--- src/rtl/pulse_period_meter_pkg.sv ---
`default_nettype none
// ============================================================================
//  Module      : pulse_period_meter_pkg
//  Description : Shared types and helpers for the pulse period meter: the
//                measurement state encoding and a saturating increment used
//                by the high and low cycle counters.
//  Revision    : 1.0 - initial release
// ============================================================================
package pulse_period_meter_pkg;

    // Measurement phase of the incoming square wave
    typedef enum logic [1:0] {
        ST_IDLE = 2'd0,
        ST_HIGH = 2'd1,
        ST_LOW  = 2'd2
    } meter_state_t;

    // Counters up to 32 bits wide are passed through this helper zero-extended.
    // The value sticks at max_value instead of wrapping.
    function automatic logic [31:0] sat_inc(input logic [31:0] value,
                                            input logic [31:0] max_value);
        return (value >= max_value) ? max_value : value + 32'd1;
    endfunction

endpackage
`default_nettype wire

--- src/rtl/pulse_period_meter_edge_sync_detect.sv ---
`default_nettype none
// ============================================================================
//  Module      : edge_sync_detect
//  Description : Synchronises an asynchronous level through SYNC_STAGES flops,
//                keeps one extra delayed copy and reports single-cycle rise
//                and fall strobes on the synchronised level.
//  Revision    : 1.0 - initial release
// ============================================================================
module edge_sync_detect #(
    parameter int SYNC_STAGES = 2
) (
    input  logic clk,
    input  logic reset,
    input  logic d,
    output logic s,
    output logic rise,
    output logic fall
);

    logic [SYNC_STAGES-1:0] sync_q;
    logic [SYNC_STAGES-1:0] sync_d;
    logic                   s_d_q;
    logic                   s_d_d;

    // Shift the raw input down the synchroniser chain; remember the last output
    always_comb begin
        sync_d    = sync_q;
        sync_d[0] = d;
        for (int i = 1; i < SYNC_STAGES; i++) begin
            sync_d[i] = sync_q[i-1];
        end
        s_d_d = sync_q[SYNC_STAGES-1];
    end

    // Synchroniser and delay flops, cleared by the asynchronous reset
    always_ff @(posedge clk or negedge reset) begin
        if (!reset) begin
            sync_q <= '0;
            s_d_q  <= 1'b0;
        end else begin
            sync_q <= sync_d;
            s_d_q  <= s_d_d;
        end
    end

    assign s    = sync_q[SYNC_STAGES-1];
    assign rise = s & ~s_d_q;
    assign fall = ~s & s_d_q;

endmodule
`default_nettype wire

--- src/rtl/pulse_period_meter.sv ---
`default_nettype none
// ============================================================================
//  Module      : pulse_period_meter
//  Description : Measures high time, low time and period of a square wave in
//                clk cycles, one result per rising-to-rising period, offered
//                on a single-slot valid/ready port. Flags dropped results,
//                clamped counts and a stopped input.
//  Revision    : 1.0 - initial release
// ============================================================================
module pulse_period_meter
    import pulse_period_meter_pkg::*;
#(
    parameter int CNT_WIDTH   = 16,
    parameter int SYNC_STAGES = 2,
    parameter int TIMEOUT     = 65535
) (
    input  logic                 clk,
    input  logic                 reset,
    input  logic                 enable,
    input  logic                 pulse_in,
    output logic [CNT_WIDTH-1:0] high_cycles,
    output logic [CNT_WIDTH-1:0] low_cycles,
    output logic [CNT_WIDTH:0]   period_cycles,
    output logic                 result_valid,
    input  logic                 result_ready,
    output logic                 overrun,
    output logic                 saturated,
    output logic                 stalled
);

    localparam logic [CNT_WIDTH-1:0] CNT_MAX     = '1;
    localparam logic [CNT_WIDTH-1:0] CNT_ONE     = CNT_WIDTH'(1);
    localparam logic [CNT_WIDTH:0]   TIMEOUT_LIM = (CNT_WIDTH+1)'(TIMEOUT);

    logic s;
    logic rise;
    logic fall;

    edge_sync_detect #(
        .SYNC_STAGES (SYNC_STAGES)
    ) u_edge_sync_detect (
        .clk   (clk),
        .reset (reset),
        .d     (pulse_in),
        .s     (s),
        .rise  (rise),
        .fall  (fall)
    );

    meter_state_t         state_q,   state_d;
    logic [CNT_WIDTH-1:0] hcnt_q,    hcnt_d;
    logic [CNT_WIDTH-1:0] lcnt_q,    lcnt_d;
    logic [CNT_WIDTH-1:0] idle_q,    idle_d;
    logic                 stalled_q, stalled_d;
    logic [CNT_WIDTH-1:0] res_high_q, res_high_d;
    logic [CNT_WIDTH-1:0] res_low_q,  res_low_d;
    logic [CNT_WIDTH:0]   res_per_q,  res_per_d;
    logic                 res_sat_q,  res_sat_d;
    logic                 valid_q,    valid_d;
    logic                 overrun_q,  overrun_d;

    logic                 publish;
    logic                 timeout_hit;

    // The idle count would reach TIMEOUT on this cycle if no edge arrives
    assign timeout_hit = ({1'b0, idle_q} + {{CNT_WIDTH{1'b0}}, 1'b1}) >= TIMEOUT_LIM;

    // Next-state, counters and the publish strobe; an edge outranks a timeout
    always_comb begin
        state_d   = state_q;
        hcnt_d    = hcnt_q;
        lcnt_d    = lcnt_q;
        idle_d    = idle_q;
        stalled_d = stalled_q;
        publish   = 1'b0;
        if (!enable) begin
            state_d = ST_IDLE;
            hcnt_d  = '0;
            lcnt_d  = '0;
            idle_d  = '0;
        end else begin
            case (state_q)
                ST_IDLE: begin
                    if (rise) begin
                        state_d   = ST_HIGH;
                        hcnt_d    = CNT_ONE;
                        lcnt_d    = '0;
                        idle_d    = '0;
                        stalled_d = 1'b0;
                    end
                end
                ST_HIGH: begin
                    if (fall) begin
                        state_d = ST_LOW;
                        lcnt_d  = CNT_ONE;
                        idle_d  = '0;
                    end else if (timeout_hit) begin
                        state_d   = ST_IDLE;
                        hcnt_d    = '0;
                        lcnt_d    = '0;
                        idle_d    = '0;
                        stalled_d = 1'b1;
                    end else begin
                        idle_d = idle_q + CNT_ONE;
                        if (s) begin
                            hcnt_d = CNT_WIDTH'(sat_inc(32'(hcnt_q), 32'(CNT_MAX)));
                        end
                    end
                end
                ST_LOW: begin
                    if (rise) begin
                        publish   = 1'b1;
                        state_d   = ST_HIGH;
                        hcnt_d    = CNT_ONE;
                        lcnt_d    = '0;
                        idle_d    = '0;
                        stalled_d = 1'b0;
                    end else if (timeout_hit) begin
                        state_d   = ST_IDLE;
                        hcnt_d    = '0;
                        lcnt_d    = '0;
                        idle_d    = '0;
                        stalled_d = 1'b1;
                    end else begin
                        idle_d = idle_q + CNT_ONE;
                        if (!s) begin
                            lcnt_d = CNT_WIDTH'(sat_inc(32'(lcnt_q), 32'(CNT_MAX)));
                        end
                    end
                end
                default: begin
                    state_d = ST_IDLE;
                end
            endcase
        end
    end

    // Single result slot: load when free (or freed this cycle), else drop and flag
    always_comb begin
        res_high_d = res_high_q;
        res_low_d  = res_low_q;
        res_per_d  = res_per_q;
        res_sat_d  = res_sat_q;
        valid_d    = valid_q;
        overrun_d  = overrun_q;
        if (publish && (!valid_q || result_ready)) begin
            res_high_d = hcnt_q;
            res_low_d  = lcnt_q;
            res_per_d  = {1'b0, hcnt_q} + {1'b0, lcnt_q};
            res_sat_d  = (hcnt_q == CNT_MAX) || (lcnt_q == CNT_MAX);
            valid_d    = 1'b1;
        end else if (publish) begin
            overrun_d = 1'b1;
        end else if (valid_q && result_ready) begin
            valid_d = 1'b0;
        end
    end

    // All measurement and result state, cleared by the asynchronous reset
    always_ff @(posedge clk or negedge reset) begin
        if (!reset) begin
            state_q    <= ST_IDLE;
            hcnt_q     <= '0;
            lcnt_q     <= '0;
            idle_q     <= '0;
            stalled_q  <= 1'b0;
            res_high_q <= '0;
            res_low_q  <= '0;
            res_per_q  <= '0;
            res_sat_q  <= 1'b0;
            valid_q    <= 1'b0;
            overrun_q  <= 1'b0;
        end else begin
            state_q    <= state_d;
            hcnt_q     <= hcnt_d;
            lcnt_q     <= lcnt_d;
            idle_q     <= idle_d;
            stalled_q  <= stalled_d;
            res_high_q <= res_high_d;
            res_low_q  <= res_low_d;
            res_per_q  <= res_per_d;
            res_sat_q  <= res_sat_d;
            valid_q    <= valid_d;
            overrun_q  <= overrun_d;
        end
    end

    assign high_cycles   = res_high_q;
    assign low_cycles    = res_low_q;
    assign period_cycles = res_per_q;
    assign result_valid  = valid_q;
    assign overrun       = overrun_q;
    assign saturated     = res_sat_q;
    assign stalled       = stalled_q;

endmodule
`default_nettype wire

--- config.mk ---
export PLATFORM = sky130hd
export DESIGN_NAME = pulse_period_meter
export DESIGN_NICKNAME = d
export VERILOG_FILES = /design/src/rtl/pulse_period_meter_pkg.sv /design/src/rtl/pulse_period_meter_edge_sync_detect.sv /design/src/rtl/pulse_period_meter.sv
export SDC_FILE = /design/constraint.sdc
export NUM_CORES = 1
export LEC_CHECK = 0
export BUFFER_PORTS_ARGS = -buffer_cell sky130_fd_sc_hd__buf_2
export CORE_ASPECT_RATIO = 1.2
export CORE_MARGIN = 1
export CORE_UTILIZATION = 64
export CTS_CLUSTER_DIAMETER = 40
export DETAILED_ROUTE_END_ITERATION = 8
export GPL_TIMING_DRIVEN = 1
export PLACE_DENSITY = 0.85
export SETUP_SLACK_MARGIN = 0.2
export SYNTH_ARGS = -nofsm -noshare
export SYNTH_HDL_FRONTEND = slang
export SYNTH_SLANG_ARGS = --single-unit
--- constraint.sdc ---
create_clock -name clk -period 4.6 [get_ports clk]
set_clock_uncertainty 0.15 [all_clocks]
set_input_delay 0.69 -clock clk [delete_from_list [all_inputs] [get_ports clk]]
set_output_delay 0.69 -clock clk [all_outputs]
set_load 0.005 [all_outputs]
After elaboration in Yosys (flattened, before gate mapping)
Index checks and enable logic that the tools add are counted.
Widths: inputs -> output; s select.
{"block": "totals", "inputBits": 5, "output_inout_bits": 53, "regBits": 106, "wordCells": 93}
{"block": "op_classes", "muxes": 39, "n_reduce_logical": 14, "n_addsub": 5, "magnitude_cmp": 3, "bitwise_logic": 5, "eq_ne": 14}
{"operator": "$mux 16", "count": 19}
{"operator": "$pmux 16 s3", "count": 3}
{"operator": "$add 16x1->16 const B", "count": 3}
{"operator": "$eq 16x16->1 const B", "count": 2}
{"operator": "$ge 16x16->1 const B", "count": 2}
{"operator": "$add 16x1->17 const B", "count": 1}
{"operator": "$add 16x16->17", "count": 1}
{"operator": "$ge 17x16->1 const B", "count": 1}
{"operator": "$mux 1", "count": 10}
{"operator": "$mux 2", "count": 5}
{"operator": "$ne 4x4->1 const B", "count": 2}
{"operator": "$reduce_and 4->1", "count": 2}
{"operator": "$ne 3x3->1 const B", "count": 2}
{"operator": "$pmux 2 s3", "count": 1}
{"operator": "$reduce_and 2->1", "count": 3}
{"operator": "$ne 5x5->1 const B", "count": 1}
{"operator": "$reduce_and 5->1", "count": 1}
{"operator": "$ne 2x2->1 const B", "count": 2}
{"operator": "$ne 4x1->1 const B", "count": 1}
{"operator": "$ne 4x3->1 const B", "count": 1}
{"operator": "$not 1->1", "count": 3}
{"operator": "$pmux 1 s3", "count": 1}
{"operator": "$reduce_bool 3->1", "count": 1}
{"operator": "$and 1x1->1", "count": 2}
{"operator": "other kinds (8)", "count": 10}

Longest topological paths before layout
Gate-level depths: netlist of the first run.
{"block": "logic_depth", "depth_word": 8, "ltp_mapped": 12, "ltp_nobuf": 10}

Cells and area by module
Synthesis of the first run repeated with hierarchy kept, for this count alone.
{"block": "unflattened", "cells_unflattened": 693, "hier_area_um2": 5861.9}
{"module": "pulse_period_meter", "cells_each": 688, "n_inst": 1, "area_per_inst_um2": 5771.8}
{"module": "edge_sync_detect", "cells_each": 5, "n_inst": 1, "area_per_inst_um2": 90.1}

Least setup slack after synthesis of the first run
OpenSTA, ideal clock, no wires.
{"block": "synth_timing", "kind": "register -> register", "start": "reg idle_q[1]", "end": "reg idle_q[12]", "required_ps": 4368, "setup_slack_ps": 1581, "path_stages_with_launch": 13, "path_buffers": 4, "arrival_ps": 2787, "cell_sequence": "dfrtp_1 ha_1 buf_4 nand3_2 buf_4 a2111oi_0 a2bb2oi_2 nor4_1 a2111oi_2 buf_4 buf_6 o21ai_0 a31oi_1"}
{"block": "synth_between", "elab_chain_cells": 6, "elab_cells_between_ends": 8, "classes_between": "add/sub: 2; order compare: 1; mux: 5"}
{"item": "start, declared", "line": "pulse_period_meter.sv:53", "source": "logic [CNT_WIDTH-1:0] idle_q, idle_d;"}
{"item": "start signal, assigned", "line": "pulse_period_meter.sv:177", "source": "idle_q <= idle_d;"}
{"item": "$add 16x1->17", "line": "pulse_period_meter.sv:66", "source": "assign timeout_hit = ({1'b0, idle_q} + {{CNT_WIDTH{1'b0}}, 1'b1}) >= TIMEOUT_LIM;"}
{"item": "$ge 17x16->1", "line": "pulse_period_meter.sv:66"}
{"item": "$mux 16 (*)", "line": "pulse_period_meter.sv:97, pulse_period_meter.sv:118"}
{"item": "$mux 16 (on tied branches)", "line": "pulse_period_meter.sv:111, pulse_period_meter.sv:93"}
{"item": "$pmux 16 s3 (*)", "line": "pulse_period_meter.sv:82", "source": "case (state_q)"}
{"item": "$mux 16 (*)", "line": "pulse_period_meter.sv:76", "source": "if (!enable) begin"}
Every way passes the cells marked *; elsewhere a longest branch is shown, timed or not.
A chain may end at the register's enable or synchronous reset.

Worst setup path after layout of the first run
{"block": "layout_timing", "start": "reg idle_q[1]", "end": "reg hcnt_q[0]"}
{"block": "layout_between", "elab_chain_cells": 6, "elab_cells_between_ends": 9, "classes_between": "add/sub: 1; order compare: 1; eq/ne: 2; mux: 4; reduce/logical: 1"}
{"item": "$add 16x1->17 (*)", "line": "pulse_period_meter.sv:66"}
{"item": "$ge 17x16->1 (*)", "line": "pulse_period_meter.sv:66"}
{"item": "$mux 16", "line": "pulse_period_meter.sv:97", "source": "end else if (timeout_hit) begin"}
{"item": "$mux 16", "line": "pulse_period_meter.sv:93", "source": "if (fall) begin"}
{"item": "$pmux 16 s3", "line": "pulse_period_meter.sv:82"}
{"item": "$mux 16", "line": "pulse_period_meter.sv:76"}
{"item": "end signal, assigned", "line": "pulse_period_meter.sv:175", "source": "hcnt_q <= hcnt_d;"}
{"item": "end, declared", "line": "pulse_period_meter.sv:51", "source": "logic [CNT_WIDTH-1:0] hcnt_q, hcnt_d;"}
Every way passes the cells marked *; elsewhere a longest branch is shown, timed or not. The select of a mux whose other input is x is not followed.

==> results of run 1 <==
==> logic make-up (layout without fill, tap and decap cells) <==
kind of cell / Yosys count / in the layout
AND/OR/NAND/NOR: 305 / 305
AO/OA/AOI/OAI: 206 / 206
multiplexers: 2 / 2
buffers and inverters: 54 / 99
flip-flops: 106 / 106
adder cells (fa/ha/maj): 25 / 25
XOR/XNOR: 13 / 13
==> per-layer routing <==
layer / global-route usage / share of wire
met1: 0.405 / 0.43
met2: 0.492 / 0.48
met3: 0.0443 / 0.066
met4: 0.126 / 0.029
met5: 0 / 0
==> flip-flops by register name, summed over array words and instances, names as in the netlist, 2 cells and up <==
name                       count
period_cycles                 17
hcnt_q                        16
high_cycles                   16
idle_q                        16
lcnt_q                        16
low_cycles                    16
state_q                        2
u_edge_sync_detect.sync_q      2
==> critical path, cell delays in order, from the launching register on <==
cell and delay [ps]:
dfrtp_1 510, ha_1 370, nand3_2 270, nor4_2 290, xnor2_1 130, or4_1 680, o41ai_4 250, buf_4 350
mux2_2 370
==> stage by stage <==
stage	cell area, um2	hold WS (ps)	util	total power (W)
final	6550	219	0.721	0.00161
after CTS	6550	229	0.721	0.00161
after global placement	6360	206	0.701	0.00106
after global routing	6550	240	0.721	0.00165
after floorplan	6040	181	-	0.00102
after detailed placement	6360	200	0.701	0.00106
==> worst paths after layout <==
kind | endpoint | slack, ps | cells after the start
worst max-delay path | hcnt_q[0] | 1130 | 8
worst min-delay path | u_edge_sync_detect.sync_q[1] | 220 | 0
worst max register to register | hcnt_q[0] | 1130 | 8
worst min register to register | u_edge_sync_detect.sync_q[1] | 220 | 0
max in group asynchronous | low_cycles[10] | 3030 | 2
min in group asynchronous | idle_q[6] | 330 | 1
==> cell type report <==
type / count / area, um2 / area share
inverter: 19 / 71.3 / 0.0109
multi-input combinational: 551 / 3150 / 0.481
clock buffer: 10 / 138 / 0.0210
clock inverter: 6 / 48.8 / 0.00745
sequential: 106 / 2650 / 0.405
tap: 120 / 150 / 0.0229
timing repair buffer: 64 / 340 / 0.0519
==> power groups by stage <==
stage / clock [W] / combinational, W / sequential [W]
4_1_cts: 0.000567 / 0.0000925 / 0.000949
2_1_floorplan: 0 / 0.0000557 / 0.000964
3_5_place_dp: 0 / 0.0000922 / 0.000967
5_1_grt: 0.000598 / 0.000105 / 0.000950
6_report: 0.000565 / 0.0000923 / 0.000949
3_3_place_gp: 0 / 0.0000887 / 0.000967
==> synthesized netlist by cell type (6+ instances only) <==
library cell	count
inv_1	19
o31ai_1	9
o21a_1	6
a41oi_1	8
nor2_1	28
nand2b_1	15
buf_4	6
clkbuf_1	20
o211ai_1	7
o21ai_0	50
nor3_1	8
xnor2_1	9
dfrtp_1	106
nand4_1	9
a21oi_1	72
nand2_1	178
and3_1	9
a31oi_1	23
buf_2	7
ha_1	24
nand3_1	26
==> impl_metrics.yaml, run 1 <==
status:
  run_status: "complete, no violations"
hold_path:
  min-delay-start: "u_edge_sync_detect.sync_q[0]"
  holdCritPathClass: "register to register"
setup_path:
  required_ps: 4730
  crit_type: "register to register"
  path_max_fanout: 31
  rr_startpoint: "idle_q[1]"
  startpoint_type: "register"
  worstPathArrival_ps: 3600
  worstSetupStartpoint: "idle_q[1]"
  worstSetupEndpointType: "register"
cells_and_area:
  antenna_cells: 0
  fill_cells: 742
  final_cells: 876
  nets: 781
  layout_commonest_cell: "nand2_1"
  drive_gt1_frac: 0.130
  area_growth_pct: 8.52
  final_cell_mix: "nand2_1 (178), dfrtp_1 (106), a21oi_1 (72), buf_2 (56), o21ai_0 (50)"
sta:
  hold_viol: 0
  setup_ws_ps: 1130
  drv_slew: 0
  setup_viol: 0
  rsz0062_at_grt: "false"
  finalSetupTns_ps: 0
  period_minus_slack_ps: 3470
  max_clock_freq_ghz: 0.288
  slew-limit-headroom: 0.304
  finalCritPeriodShare: 0.754
  worst_pin_slew_ps: 1040
clock_tree:
  cts_resized: 0
  clock-sinks: 106
  holdBufCountCts: 0
  cts_max_level: 3
  cts-root-buf: "clkbuf_8"
  cts_tree: "done"
  clk_latency_ps: 390
  numCtsBuffers: 9
  clock_path_buffers: 2
  path_clk_slew_ps: 110
  postCtsSetupBuffers: 0
die:
  die_y_um: 108
  die-area_mm2: 0.00983
  start_util: 0.665
  core_mm2: 0.00908
  rows: 38
  pin_count: 58
  die_w_um: 90.7
power_and_ir_drop:
  pwr-share-comb: 0.057
  ir_drop_mv: 0.225
  p_seq_frac: 0.591
  p_leak_nw: 3.09
  powerDensity_mw_per_mm2: 245
  intPower_w: 0.00118
  p_clk_frac: 0.352
  switching_share: 0.264
  p_switching_w: 0.000423
routing:
  vias: 5428
  vias_per_cell: 6.20
  ant_nets: 0
  drt_first_pass_iters: 5
  wl_um: 14300
  drc: 0
  drt-initial-drc-count: 484
  wl_per_cell_um: 16.3
yosys:
  synth_edf_count: 0
  synth_top_area_cell: "dfrtp_1"
  synth-adder-area-share: 0.0531
  avgSynthCellArea_um2: 8.49
  ys_seq_area_frac: 0.439
  syn_nets: 741
  synthArstFlopShare: 1.00
  ys_ff_latch: 106
  synth_top_area_share: 0.439
  synth_warnings: 0
  ys_types: 61
  synth_top_family_by_area: "simple AND/OR/NAND/NOR gates"
  synth_xor_area_frac: 0.0189
  synth_compound_area_frac: 0.209
  synth_cells: 711
  netlist_top_cells_area: "dfrtp_1 (44%), nand2_1 (11%), a21oi_1 (6.0%)"
  synth_ff_type: "dfrtp_1"
  synthSimpleGateAreaFrac: 0.235
  synthMuxAreaShare: 0.00352
  syn_area_mm2: 0.00604
place:
  hpwl_um: 10100
  dp_slack_ps: 1200
  place_inst: 860
  io_buffers: 57
  gp_congestion: 0.910
global_routing:
  grt_max_degree: 84
  first_global_vias: 4897
  grt_pass1_wl_um: 23600
  track_usage: 0.301
  overflow: 0
  antenna_found_initial: 0
run:
  cap_violations: 0
(Power assumes the default switching activity.)
==> inputs of run 2 (changes only) <==
CORE_UTILIZATION = 54   (was 64)
PLACE_DENSITY = 0.77   (was 0.85)
clock period = 3.1 ns   (was 4.6 ns; I/O delays follow)
==> run 2 against run 1 <==
Worst setup slack lost 980 ps. Design area grew 13%. Utilization shrank 3.3 points. Sequential share of layout area shrank 4.5 points. Total power grew 83%. Critical endpoint is now lcnt_q[8]. Die area grew 18%. Largest cell class unchanged. Register-to-register slack lost 980 ps. Count of clock-buffer cells in the layout shrank 1. Critical path type unchanged. Combinational power grew 130%.
==> impl_metrics.yaml, run 2 (synthesized netlist as in run 1, its figures left out) <==
power_and_ir_drop:
  ir_drop_mv: 0.304
  p_total_w: 0.00294
  p_leak_nw: 3.41
  powerDensity_mw_per_mm2: 399
setup_path:
  required_ps: 3230
  worstPathArrival_ps: 3080
  startpoint_type: "register"
  crit_type: "register to register"
  path_max_fanout: 8
  worstSetupEndpointType: "register"
cells_and_area:
  fill_cells: 818
  final_cells: 916
  final_cell_mix: "nand2_1 (178), dfrtp_1 (102), a21oi_1 (64), buf_2 (56), o21ai_0 (48)"
  layout_commonest_cell: "nand2_1"
  nets: 812
  drive_gt1_frac: 0.215
  antenna_cells: 0
  utilization: 0.688
  largest_reg_flops: 17
  area_growth_pct: 22.3
place:
  gp_congestion: 0.882
  place_inst: 880
  hpwl_um: 10800
  io_buffers: 57
die:
  pin_count: 58
  rows: 41
  start_util: 0.563
  die_y_um: 118
  die_w_um: 98.5
  die-area_mm2: 0.0116
  core_mm2: 0.0107
clock_tree:
  numCtsBuffers: 9
  holdBufCountCts: 0
  cts_max_level: 3
  cts_tree: "done"
  clk_latency_ps: 350
  path_clk_slew_ps: 70
  clock-sinks: 106
  clock_path_buffers: 2
  cts-root-buf: "clkbuf_16"
sta:
  hold_viol: 0
  finalSetupTns_ps: 0
  period_minus_slack_ps: 2950
  max_clock_freq_ghz: 0.339
  rsz0062_at_grt: "true"
  worst_pin_slew_ps: 703
  finalCritPeriodShare: 0.952
  slew-limit-headroom: 0.531
  drv_slew: 0
  setup_viol: 0
hold_path:
  holdCritPathClass: "input port to asynchronous set/reset pin"
global_routing:
  grt_max_degree: 54
  grt_pass1_wl_um: 26000
  track_usage: 0.280
  overflow: 0
  first_global_vias: 5313
  antenna_found_initial: 0
routing:
  drt-met1-wl_um: 6960
  met3_length_um: 616
  drc: 0
  drt_first_pass_iters: 7
  vias_per_cell: 6.10
  ant_nets: 0
  wl_per_cell_um: 18.1
  wl_met2_um: 8390
  drt-initial-drc-count: 428
  dr.max_layer_used: "met4"
  vias: 5592
  wl_um: 16600
status:
  run_status: "complete, no violations"
run:
  cap_violations: 0
-- run 2: cell types whose count changed in the layout (fill, tap and decap cells not counted), sizes merged --
cell / delta
inv: -1
bufinv: +3
buf: +27
clkbuf: +3
clkinvlp: -1
-- run 2: path summary, 6_finish.rpt --
check	start	to	depth (start not counted)	slack [ps]
min reg2reg	u_edge_sync_detect.sync_q[0]	u_edge_sync_detect.sync_q[1]	0	210
max	idle_q[0]	lcnt_q[8]	11	150
min in group clk	pulse_in	u_edge_sync_detect.sync_q[0]	1	70
max reg2reg	idle_q[0]	lcnt_q[8]	11	150
min	reset	period_cycles[15]	1	20
max in group asynchronous	reset	period_cycles[3]	2	2060
-- run 2: per-layer routing --
| metal | vias up | global-route usage |
|---|---|---|
| met5 | - | 0 |
| met4 | 0 | 0.117 |
| met3 | 51 | 0.0356 |
| met2 | 174 | 0.477 |
| met1 | 2705 | 0.359 |
| li1 | 2662 | - |
-- run 2: timing repair --
action | in CTS | in global routing
setup endpoints to repair | 49 | 54
resized for setup | 8 | 46
setup buffers | 6 | 8
gates cloned | 1 | 5
pin swaps | 5 | 19
-- run 2: layout make-up --
| class | instances | area, um2 | share of cell area |
|---|---|---|---|
| Multi-Input combinational cell | 551 | 3400 | 0.460 |
| Sequential cell | 106 | 2660 | 0.360 |
| Timing Repair Buffer | 95 | 748 | 0.101 |
| Clock buffer | 9 | 225 | 0.0305 |
| Tap cell | 129 | 161 | 0.0219 |
| Clock inverter | 7 | 116 | 0.0158 |
| Inverter | 19 | 73.8 | 0.0100 |
-- run 2: per-stage QoR --
| stage | area [um2] | worst slack [ps] | hold WS (ps) |
|---|---|---|---|
| floorplan | 6060 | 211 | 19.4 |
| global placement | 6530 | 117 | 189 |
| detailed placement | 6530 | 23.6 | 193 |
| CTS | 7000 | 172 | 39.6 |
| global route | 7380 | 25.5 | 60.2 |
| finish | 7380 | 150 | 15.4 |
-- run 2: critical path: stages, from the launching register on --
cell,delay [ps]
dfrtp_2,450
inv_4,80
ha_4,200
o21bai_4,150
nor4bb_2,230
o211ai_1,170
or4_4,580
buf_6,160
o21ai_4,280
clkbuf_16,220
a31oi_1,80
a21oi_1,120
-- run 2: report_power, final --
group | switching, W | internal (W) | total (W)
combinational | 0.000126 | 0.0000896 | 0.000215
sequential | 0.0000123 | 0.00139 | 0.00141
clock | 0.000532 | 0.000790 | 0.00132
total | 0.000670 | 0.00227 | 0.00294
==> inputs of run 3 (changes only) <==
CORE_UTILIZATION = 64   (was 54)
PLACE_DENSITY = 0.85   (was 0.77)
clock period = 3.5 ns   (was 3.1 ns; I/O delays follow)
==> run 3 against run 2 <==
Final cell count down 3.9%. Count of clock-buffer cells in the layout up 2. Critical endpoint is now lcnt_q[14]. Global-route usage rose by 3.0 points. Combinational power is 38% lower. Critical path depth fell by 3. Non-clock buffer count decreased by 26. Register-to-register slack better by 230 ps. Clock power decreased by 44%. Total power fell by 28%. Flip-flop and latch count unchanged. Design area fell by 9.9%. Via count decreased by 2.3%. Largest cell class unchanged.
==> impl_metrics.yaml, run 3 (synthesized netlist as in run 1, its figures left out) <==
global_routing:
  overflow: 0
  grt_pass1_wl_um: 24100
  grt_max_degree: 65
  antenna_found_initial: 0
  track_usage: 0.310
  first_global_vias: 5035
routing:
  vias_per_cell: 6.21
  ant_nets: 0
  wl_per_cell_um: 16.5
  drt-initial-drc-count: 503
  vias: 5462
  drc: 0
  drt_first_pass_iters: 7
  wl_um: 14500
cells_and_area:
  final_cell_mix: "nand2_1 (178), dfrtp_1 (106), a21oi_1 (72), buf_2 (56), o21ai_0 (50)"
  antenna_cells: 0
  final_cell_area_mm2: 0.00665
  layout_commonest_cell: "nand2_1"
  nets: 786
  area_growth_pct: 10.1
  drive_gt1_frac: 0.136
  largest_reg_flops: 17
die:
  rows: 38
  core_mm2: 0.00908
  pin_count: 58
  die_w_um: 90.7
  start_util: 0.665
  die-area_mm2: 0.00983
  die_y_um: 108
sta:
  whs_ps: 65.1
  period_minus_slack_ps: 3120
  finalCritPeriodShare: 0.892
  setup_ws_ps: 377
  slew-limit-headroom: 0.460
  drv_slew: 0
  finalSetupTns_ps: 0
  worst_pin_slew_ps: 810
  rsz0062_at_grt: "false"
  setup_viol: 0
  hold_viol: 0
  max_clock_freq_ghz: 0.320
place:
  gp_congestion: 0.922
  io_buffers: 57
  placed_area_mm2: 0.00644
  dp_slack_ps: 206
  hpwl_um: 10400
setup_path:
  startpoint_type: "register"
  required_ps: 3660
  critPathSlowestCell: "a2111oi_0"
  cp_slowest_stage_delay_ps: 520
  path_max_fanout: 13
  worstSetupEndpointType: "register"
  path_delay_family: "compound AO/OA/AOI/OAI gates"
  worstPathArrival_ps: 3280
  crit_type: "register to register"
  path_buf_inv: 0
  path_cells: "ha_2 -> nand3_4 -> a2111oi_0 -> a2bb2oi_2 -> or2_2 -> o21ai_0 -> or4_1 -> a21oi_1"
hold_path:
  holdCritPathClass: "input port to asynchronous set/reset pin"
clock_tree:
  holdBufCountCts: 0
  clock_path_buffers: 2
  clk_latency_ps: 380
  cts_resized: 2
  cts_tree: "done"
  postCtsSetupBuffers: 0
  numCtsBuffers: 9
  clock-sinks: 106
  cts_max_level: 3
  path_clk_slew_ps: 100
  cts-root-buf: "clkbuf_8"
power_and_ir_drop:
  p_leak_nw: 3.14
  p_total_w: 0.00212
  powerDensity_mw_per_mm2: 319
  ir_drop_mv: 0.227
status:
  run_status: "complete, no violations"
run:
  cap_violations: 0
-- run 3: cell types whose count changed in the layout (fill, tap and decap cells not counted), sizes merged --
cell / change
bufinv: -2
clkinv: -1
inv: -1
clkbuf: -2
clkinvlp: +1
buf: -22
-- run 3: worst paths after layout --
| path | startpoint | endpoint | slack [ps] | cells past startpoint |
|---|---|---|---|---|
| max in group asynchronous | reset | period_cycles[8] | 2300 | 2 |
| worst max-delay path | idle_q[1] | lcnt_q[14] | 380 | 8 |
| worst max register to register | idle_q[1] | lcnt_q[14] | 380 | 8 |
| worst min register to register | u_edge_sync_detect.sync_q[0] | u_edge_sync_detect.sync_q[1] | 230 | 0 |
| min in group clk | pulse_in | u_edge_sync_detect.sync_q[0] | 110 | 1 |
| worst min-delay path | reset | high_cycles[2] | 70 | 1 |
-- run 3: per-layer routing --
layer	part of all wire	up-vias	global-route usage
met1	0.43	2621	0.410
met3	0.055	35	0.0338
li1	-	2609	-
met5	0	-	0
met2	0.49	197	0.512
met4	0.029	0	0.152
-- run 3: report_power, final --
part / switching [W] / total (W) / leakage, nW / internal, W
combinational: 0.0000892 / 0.000133 / 1.58 / 0.0000434
sequential: 0.0000140 / 0.00125 / 1.47 / 0.00123
clock: 0.000414 / 0.000743 / 0.0856 / 0.000329
-- run 3: layout make-up --
cell class	instances	area (um2)
tap	120	150
clock inverter	4	53.8
clock buffer	11	131
inverter	19	71.3
timing repair buffer	69	415
fill	711	2430
sequential	106	2650
multi-input combinational	551	3170
-- run 3: stage by stage --
step / instances / util
after global routing: 880 / 0.732
final: 880 / 0.732
after global placement: 865 / 0.709
after detailed placement: 865 / 0.709
after CTS: 880 / 0.731
after floorplan: 711 / -
